**src/rtl/interrupt_controller_n.sv**
```systemverilog
// interrupt_controller_n: synchronises reset/NMI/IRQ requests, latches edge
// sources, prioritises them (reset > NMI > lowest IRQ) and runs the
// pending -> acknowledge -> running handshake with the instruction sequencer.
//
// state        | meaning
// ST_IDLE      | no request presented; arbitrates any candidate
// ST_PENDING   | request presented, re-arbitrated every enabled cycle
// ST_SERVICING | vector fetch begun; waiting for interruptDone
module interrupt_controller_n #(
    parameter int               NUM_SRC     = 4,
    parameter int               SYNC_STAGES = 2,
    parameter logic [NUM_SRC-1:0] EDGE_SRC  = '1,
    parameter int               IDW         = (NUM_SRC > 1) ? $clog2(NUM_SRC) : 1
) (
    input  logic               clk,
    input  logic               nrst,
    input  logic               enableFFs,
    input  logic               nonMaskableInterrupt,
    input  logic [NUM_SRC-1:0] irqIn,
    input  logic [NUM_SRC-1:0] irqMask,
    input  logic               processStatusRegIFlag,
    input  logic               interruptStarted,
    input  logic               interruptDone,
    output logic               pendingInterrupt,
    output logic               resetDetected,
    output logic               nmiGenerated,
    output logic               irqGenerated,
    output logic               resetRunning,
    output logic               nmiRunning,
    output logic               irqRunning,
    output logic [IDW-1:0]     irqId,
    output logic [NUM_SRC-1:0] irqPendingVec
);

    localparam int NIN = NUM_SRC + 1;   // NMI sits in the top bit of the sync vector

    typedef enum logic [1:0] {ST_IDLE, ST_PENDING, ST_SERVICING} state_t;

    // kind vectors are one-hot: bit0 reset, bit1 NMI, bit2 IRQ
    localparam logic [2:0] K_RESET = 3'b001;
    localparam logic [2:0] K_NMI   = 3'b010;
    localparam logic [2:0] K_IRQ   = 3'b100;

    state_t                          state_q, state_d;
    logic [SYNC_STAGES-1:0][NIN-1:0] sync_q, sync_d;
    logic [NIN-1:0]                  prev_q, prev_d;
    logic [NUM_SRC-1:0]              epend_q, epend_d;
    logic                            nmi_q, nmi_d;
    logic                            rflag_q, rflag_d;
    logic                            pend_q, pend_d;
    logic [2:0]                      gen_q, gen_d;
    logic [2:0]                      run_q, run_d;
    logic [IDW-1:0]                  id_q, id_d;

    logic [NIN-1:0]                  sync_out, rise;
    logic [NUM_SRC-1:0]              pend_vec, elig, clr_irq;
    logic                            sel_irq, clr_reset, clr_nmi;
    logic [IDW-1:0]                  sel_id;
    logic [2:0]                      cand;

    // synchroniser shift, edge detection and source latches
    always_comb begin
        sync_out = sync_q[SYNC_STAGES-1];
        sync_d   = {sync_q[SYNC_STAGES-2:0], {nonMaskableInterrupt, irqIn}};
        prev_d   = sync_out;
        rise     = sync_out & ~prev_q;
        pend_vec = (EDGE_SRC & epend_q) | (~EDGE_SRC & sync_out[NUM_SRC-1:0]);
        elig     = pend_vec & irqMask & {NUM_SRC{~processStatusRegIFlag}};
        // set wins over the acknowledge clear
        epend_d  = (epend_q & ~clr_irq) | (rise[NUM_SRC-1:0] & EDGE_SRC);
        nmi_d    = (nmi_q & ~clr_nmi) | rise[NUM_SRC];
        rflag_d  = rflag_q & ~clr_reset;
    end

    // lowest-index eligible IRQ, then fixed kind priority
    always_comb begin
        sel_irq = 1'b0;
        sel_id  = '0;
        for (int i = NUM_SRC - 1; i >= 0; i--) begin
            if (elig[i]) begin
                sel_irq = 1'b1;
                sel_id  = IDW'(i);
            end
        end
        if (rflag_q)      cand = K_RESET;
        else if (nmi_q)   cand = K_NMI;
        else if (sel_irq) cand = K_IRQ;
        else              cand = 3'b000;
    end

    // handshake FSM: next state, registered outputs and acknowledge clears
    always_comb begin
        state_d   = state_q;
        pend_d    = pend_q;
        gen_d     = gen_q;
        run_d     = run_q;
        id_d      = id_q;
        clr_reset = 1'b0;
        clr_nmi   = 1'b0;
        clr_irq   = '0;
        case (state_q)
            ST_IDLE: begin
                gen_d = '0;
                if (cand != 3'b000) begin
                    state_d = ST_PENDING;
                    pend_d  = 1'b1;
                    gen_d   = cand;
                    id_d    = (cand == K_IRQ) ? sel_id : '0;
                end
            end
            ST_PENDING: begin
                if (interruptStarted) begin
                    // service what the sequencer was shown, not a same-cycle arrival
                    state_d   = ST_SERVICING;
                    pend_d    = 1'b0;
                    gen_d     = '0;
                    run_d     = gen_q;
                    clr_reset = gen_q[0];
                    clr_nmi   = gen_q[1];
                    clr_irq   = gen_q[2] ? (EDGE_SRC & (NUM_SRC'(1) << id_q)) : '0;
                end else if (cand != 3'b000) begin
                    gen_d = cand;
                    id_d  = (cand == K_IRQ) ? sel_id : '0;
                end else begin
                    state_d = ST_IDLE;
                    pend_d  = 1'b0;
                    gen_d   = '0;
                    id_d    = '0;
                end
            end
            ST_SERVICING: begin
                if (interruptDone) begin
                    state_d = ST_IDLE;
                    run_d   = '0;
                    id_d    = '0;
                end
            end
            default: state_d = ST_IDLE;
        endcase
    end

    // all flops advance only when enableFFs is high
    always_ff @(posedge clk or negedge nrst) begin
        if (!nrst) begin
            state_q <= ST_IDLE;
            sync_q  <= '0;
            prev_q  <= '0;
            epend_q <= '0;
            nmi_q   <= 1'b0;
            rflag_q <= 1'b1;
            pend_q  <= 1'b0;
            gen_q   <= K_RESET;
            run_q   <= '0;
            id_q    <= '0;
        end else if (enableFFs) begin
            state_q <= state_d;
            sync_q  <= sync_d;
            prev_q  <= prev_d;
            epend_q <= epend_d;
            nmi_q   <= nmi_d;
            rflag_q <= rflag_d;
            pend_q  <= pend_d;
            gen_q   <= gen_d;
            run_q   <= run_d;
            id_q    <= id_d;
        end
    end

    assign pendingInterrupt = pend_q;
    assign resetDetected    = gen_q[0];
    assign nmiGenerated     = gen_q[1];
    assign irqGenerated     = gen_q[2];
    assign resetRunning     = run_q[0];
    assign nmiRunning       = run_q[1];
    assign irqRunning       = run_q[2];
    assign irqId            = id_q;
    assign irqPendingVec    = pend_vec;

endmodule

```
**config.mk**
```make
export PLATFORM = sky130hd
export DESIGN_NAME = interrupt_controller_n
export DESIGN_NICKNAME = d
export VERILOG_FILES = /design/src/rtl/interrupt_controller_n.sv
export SDC_FILE = /design/constraint.sdc
export NUM_CORES = 1
export LEC_CHECK = 0
export ABC_AREA = 1
export BUFFER_PORTS_ARGS = -buffer_cell sky130_fd_sc_hd__buf_4
export CAP_MARGIN = 20
export CORE_ASPECT_RATIO = 0.9
export CORE_MARGIN = 10
export CORE_UTILIZATION = 54
export CTS_CLUSTER_SIZE = 16
export DETAILED_ROUTE_END_ITERATION = 6
export PLACE_DENSITY = 0.8
export SLEW_MARGIN = 10
export SYNTH_ARGS = -nofsm -noshare
export SYNTH_HDL_FRONTEND = slang
export SYNTH_SLANG_ARGS = --single-unit
```
**constraint.sdc**
```tcl
create_clock -name clk -period 1.5 [get_ports clk]
set_input_delay 0.15 -clock clk [delete_from_list [all_inputs] [get_ports clk]]
set_output_delay 0.15 -clock clk [all_outputs]
set_load 0.02 [all_outputs]
```
# Yosys cells after proc, flatten, opt, wreduce, memory -nomap -nowiden
# Cells that the tools add are included.
[op_classes]
n_eq_ne = 8
shifts = 1
muxes = 38
reduce_logical = 10
bitwise = 13
[ops]
columns = ["cell", "n"]
rows = [
  ["$mux W2", 12],
  ["$mux W3", 7],
  ["$and A4 B4 Y4", 3],
  ["$mux W4", 3],
  ["$pmux W2 S3", 2],
  ["$pmux W3 S2", 2],
  ["$reduce_and A4 Y1", 3],
  ["$mux W1", 11],
  ["$ne A2 B2 Y1 const B", 4],
  ["$reduce_bool A3 Y1", 2],
  ["$and A5 B5 Y5", 1],
  ["$not A5 Y5", 1],
  ["$reduce_and A5 Y1", 1],
  ["$not A4 Y4", 1],
  ["$or A4 B4 Y4", 1],
  ["$reduce_bool A2 Y1", 2],
  ["$shl A1 B2 Y4 const A", 1],
  ["$eq A3 B3 Y1 const B", 1],
  ["$ne A3 B3 Y1 const B", 1],
  ["$not A1 Y1", 3],
  ["$and A1 B1 Y1", 2],
  ["$eq A2 B1 Y1 const B", 1],
  ["$eq A2 B2 Y1 const B", 1],
  ["$logic_not A2 Y1", 1],
  ["3 further kinds", 3],
]
[word_totals]
reg_bits = 32
out_inout_bits = 13
in_bits = 15
wordCells = 81

# Depth between registers and ports, before layout
[depth]
word_depth = 14
depth_mapped = 10
depth_no_buf = 10

# Least setup slack after synthesis
# Ideal clock, no wire load.
[synth_timing]
path_kind = "flip-flop to flip-flop"
from = "reg state_q[0]"
to = "reg id_q[0] (netlist: irqId[0])"
t_required_ns = 1.377
path_buffers = 0
slack_ns = 0.174
synth_period_minus_slack_ns = 1.326
setup_ns = 0.123
arrival_time_ns = 1.204
stages_incl_launch_ff = 11
cell_sequence = "dfrtp_1 inv_1 ha_1 inv_2 nor2_4 nor2_8 nand2_2 a21oi_2 nand2_1 nand2_1 o21ai_1"
[synth_via]
elab_chain_len = 3
word_cells_on_any_way = 9
classes_between = "eq/ne: 5; mux: 1; reduce/logical: 3"
[synth_lines]
columns = ["element", "line", "text"]
rows = [
  ["from (decl)", "44", "state_t state_q, state_d;"],
  ["from (signal assigned)", "156", "state_q <= state_d;"],
  ["$eq A2 B2 Y1, or another cell as far along", "101", "case (state_q)"],
  ["$ne A2 B2 Y1 (no line) or $reduce_bool A3 Y1 (tied branches)", "--", ""],
  ["$reduce_and A5 Y1 (no line)", "--", ""],
  ["to (signal assigned)", "165", "id_q <= id_d;"],
  ["to (decl)", "53", "logic [IDW-1:0] id_q, id_d;"],
]
# Several ways; a longest one is shown, not always the timed one.
# A chain may end at the register's enable or synchronous reset.

# Worst setup path after layout
[layout_timing]
from = "reg state_q[1]"
to = "reg id_q[1] (netlist: irqId[1])"
# Same word-level chain as after synthesis.

==> run_results.csv <==
group,metric,value,unit
route,routed_wl,3390,microns
cells_and_area,mostFrequentLayoutCell,"nand2_1",
logic_synthesis,synth_top_area_share,51.2,%
logic_synthesis,synth.area.top_cells,"dfrtp_1 (51%), nand2_1 (15%), o21ai_0 (5.5%), dfstp_2 (3.6%), inv_1 (3.3%)",
worst_setup_path,slowest_delay,0.45,ns
timing,finalHoldViolCount,0,
clock_network,cts_tree,"built",
global_routing,antenna_found_initial,0,
logic_synthesis,postSynthAreaPerCell,8.89,sq um
worst_setup_path,cpMostUsedCell,"nand2_2",
power_and_ir_drop,p_sw,1.19,mW
clock_network,cts-root-buf,"clkbuf_4",
timing,post-route-period-util,99.2,%
logic_synthesis,netlist_area,1470,sq um
floorplan,core-area,2530,sq um
global_routing,grt_max_degree,33,
timing,finClkSkew,0.00985,ns
cells_and_area,final_cell_mix,"nand2_1 (55), dfrtp_1 (30), buf_4 (29)",
worst_setup_path,r2r_setup_slack,0.01,ns
route,wire_per_inst,14.9,microns
floorplan,row_count,17,
worst_setup_path,critPathSlowestCell,"dfrtp_1",
placed_design,postPlaceCellArea,1690,sq um
run,drv_cap,0,
timing,worst_hold_slack,0.0157,ns
global_routing,first_global_vias,1191,
clock_network,clkTransAtPathRegs,0.10,ns
worst_setup_path,r2r_cells,9,
power_and_ir_drop,leakage,0.891,nW
floorplan,initial_core_util,57.9,%
outcome,status,"completed",
timing,max_slew_margin,74.1,%
placed_design,gp_congestion,0.885,
clock_network,cts_buffers,5,
cells_and_area,seq_area,803,sq um
power_and_ir_drop,internal-power,1.91,mW
worst_setup_path,endpoint,"irqId[1]",
route,dr.pass1.iters,4,
worst_setup_path,crit-reg2reg-launch,"state_q[1]",
placed_design,dp.final_hpwl,2360,microns
logic_synthesis,ys_seq_area_share,54.8,%
cells_and_area,multi_input_area,627,sq um
floorplan,fp.dieH,69.4,microns
cells_and_area,fin_nets,217,
logic_synthesis,syn-num-nets,183,
clock_network,cts.sinks,32,
worst_setup_path,crit_path_start,"state_q[1]",
global_routing,grt_pass1_wl,5640,microns
cells_and_area,drive_above_1_share,28.0,%
timing,tightestPinTransition,0.389,ns
power_and_ir_drop,pwr-share-comb,39.8,%
logic_synthesis,synth_warnings,0,
floorplan,fp.dieW,74.9,microns
timing,fmax,672,MHz
timing,finalSetupViolations,0,
floorplan,dieArea,5200,sq um
logic_synthesis,ys_ff_latch,32,
route,post-route-drc-count,0,
timing,fin_ws,0.0122,ns
clock_network,htreeDepth,2,
cells_and_area,area_delta_synth_final,24.7,%
logic_synthesis,ys_types,27,
hold_path,hold_depth,3,
power_and_ir_drop,seq_power_share,39.3,%
clock_network,clock_path_buffers,2,
cells_and_area,diodes,0,
worst_setup_path,cp.buffers_inverters,1,
global_routing,overflow,0,
logic_synthesis,synth_top_cell_by_area,"dfrtp_1",
worst_setup_path,worstPathCellList,"ha_4 > inv_2 > nor2_4 > nor2_8 > nand2_2 > a21oi_2 > nand2_2 > nand2_1 > o21ai_1",
route,drtIter0Drc,209,
worst_setup_path,rr_endpoint,"irqId[1]",
timing,final.min_clock_period,1.49,ns
worst_setup_path,worstPathRequired,1.72,ns
floorplan,io_pins,28,
hold_path,hold_path.class,"in2reg",
route,avgViaCountPerCell,5.57,
worst_setup_path,worstSetupPathDepth,9,
placed_design,placement.io_buffers,27,
power_and_ir_drop,peakVddDrop,0.999,mV
route,drtAntennaViolNets,0,
route,vias,1270,
power_and_ir_drop,p_per_area,1700,nW/um^2
cells_and_area,stdcell_area,1830,sq um
worst_setup_path,cp_top_family,"flip-flops",
timing,slew_viol_final,0,
power_and_ir_drop,p_clk_share,20.9,%
worst_setup_path,cp-start-kind,"flop",
cells_and_area,n_fill_cell,197,
power_and_ir_drop,sw_frac_of_total,38.4,%
worst_setup_path,critical_path.max_fanout,5,
logic_synthesis,syn-instance-count,165,
worst_setup_path,arrival,1.70,ns
worst_setup_path,crit_type,"reg2reg",
clock_network,clock_latency,0.33,ns
placed_design,dp_slack,0.0397,ns
global_routing,grt_use_total,13.7,%
worst_setup_path,worstSetupEndpointType,"flop",
## synth_stat cells
| master | instances |
|---|---|
| nand4_1 | 3 |
| buf_2 | 1 |
| buf_6 | 1 |
| inv_2 | 1 |
| ha_1 | 3 |
| nor2_2 | 2 |
| inv_4 | 1 |
| nand4_2 | 1 |
| a21oi_1 | 1 |
| a21oi_2 | 1 |
| nor2_4 | 2 |
| dfrtp_1 | 30 |
| o21ai_0 | 16 |
| or2_1 | 1 |
| inv_1 | 13 |
| nor2_8 | 1 |
| clkbuf_1 | 1 |
| nand2_2 | 1 |
| a31oi_1 | 1 |
| o31ai_1 | 4 |
| or2_0 | 1 |
| o21ai_1 | 4 |
| dfstp_2 | 2 |
| nand2_1 | 58 |
| nand3_1 | 6 |
| nor2_1 | 5 |
| o22ai_1 | 4 |
## flip-flops by register name, indices dropped and copies added (netlist names)
name              count
sync_d                5
state_q               2
pendingInterrupt      1
rflag_q               1
irqPendingVec         4
irqId                 2
prev_d                5
gen_q                 3
nmi_q                 1
prev_q                5
run_q                 3
## timing repair
action / CTS / global route
gates resized for setup: 1 / 11
pin swaps: 0 / 1
endpoints found under the setup margin: 2 / 14
endpoints found under the hold margin: 30 / 0
setup buffers: 1 / 0
hold buffers: 1 / 0
## how the worst min path moves through the flow
stage,start,to
global placement,nrst,state_q[0]
global route,irqIn[3],sync_d[8]
detailed placement,nrst,state_q[0]
finish,nonMaskableInterrupt,sync_d[9]
CTS,irqIn[2],sync_d[7]
floorplan,nrst,gen_q[1]
## worst min-delay path, cell delays in order
cell	delay [ns]
buf_4	0.08
nand2_1	0.04
nand2_1	0.05
## routing by layer
metal / global-route usage, % / up-vias / share of wire [%]
met3: 4.99 / 8 / 9.5
met4: 5.42 / 0 / 1.7
met5: 0 / - / 0
met1: 17.0 / 593 / 41
met2: 20.6 / 61 / 47
li1: - / 608 / -
## power by group through the flow
stage / combinational (mW) / sequential (mW) / clock (mW)
2_1_floorplan: 0.590 / 1.33 / 0
3_3_place_gp: 1.05 / 1.22 / 0
3_5_place_dp: 1.09 / 1.22 / 0
4_1_cts: 1.13 / 1.21 / 0.651
5_1_grt: 1.34 / 1.24 / 0.717
6_report: 1.23 / 1.22 / 0.649
## logic make-up after synthesis
group / synth area share (%)
AOI/OAI and AO/OA: 11.9
adders and majority gates: 2.56
buffers and inverters: 5.38
DFF: 54.8
and+or+nand+nor: 25.3
## final cells by class
class                           count  share of cell area (%)
Clock inverter                      2                    1.92
Sequential cell                    32                    43.9
Clock buffer                        6                    2.26
Inverter                           15                    3.22
Timing Repair Buffer               30                    12.5
Tap cell                           28                    1.92
Multi-Input combinational cell    115                    34.3
## metrics by stage
stage | util (%) | setup TNS, ns | power, mW | cells
2_1_floorplan | - | 0 | 1.92 | 165
3_3_place_gp | 66.8 | 0 | 2.27 | 218
3_5_place_dp | 66.8 | 0 | 2.31 | 218
4_1_cts | 70.6 | 0 | 2.98 | 228
5_1_grt | 72.2 | -0.0302 | 3.30 | 228
6_report | 72.2 | 0 | 3.10 | 228
(Power assumes the default switching activity.)
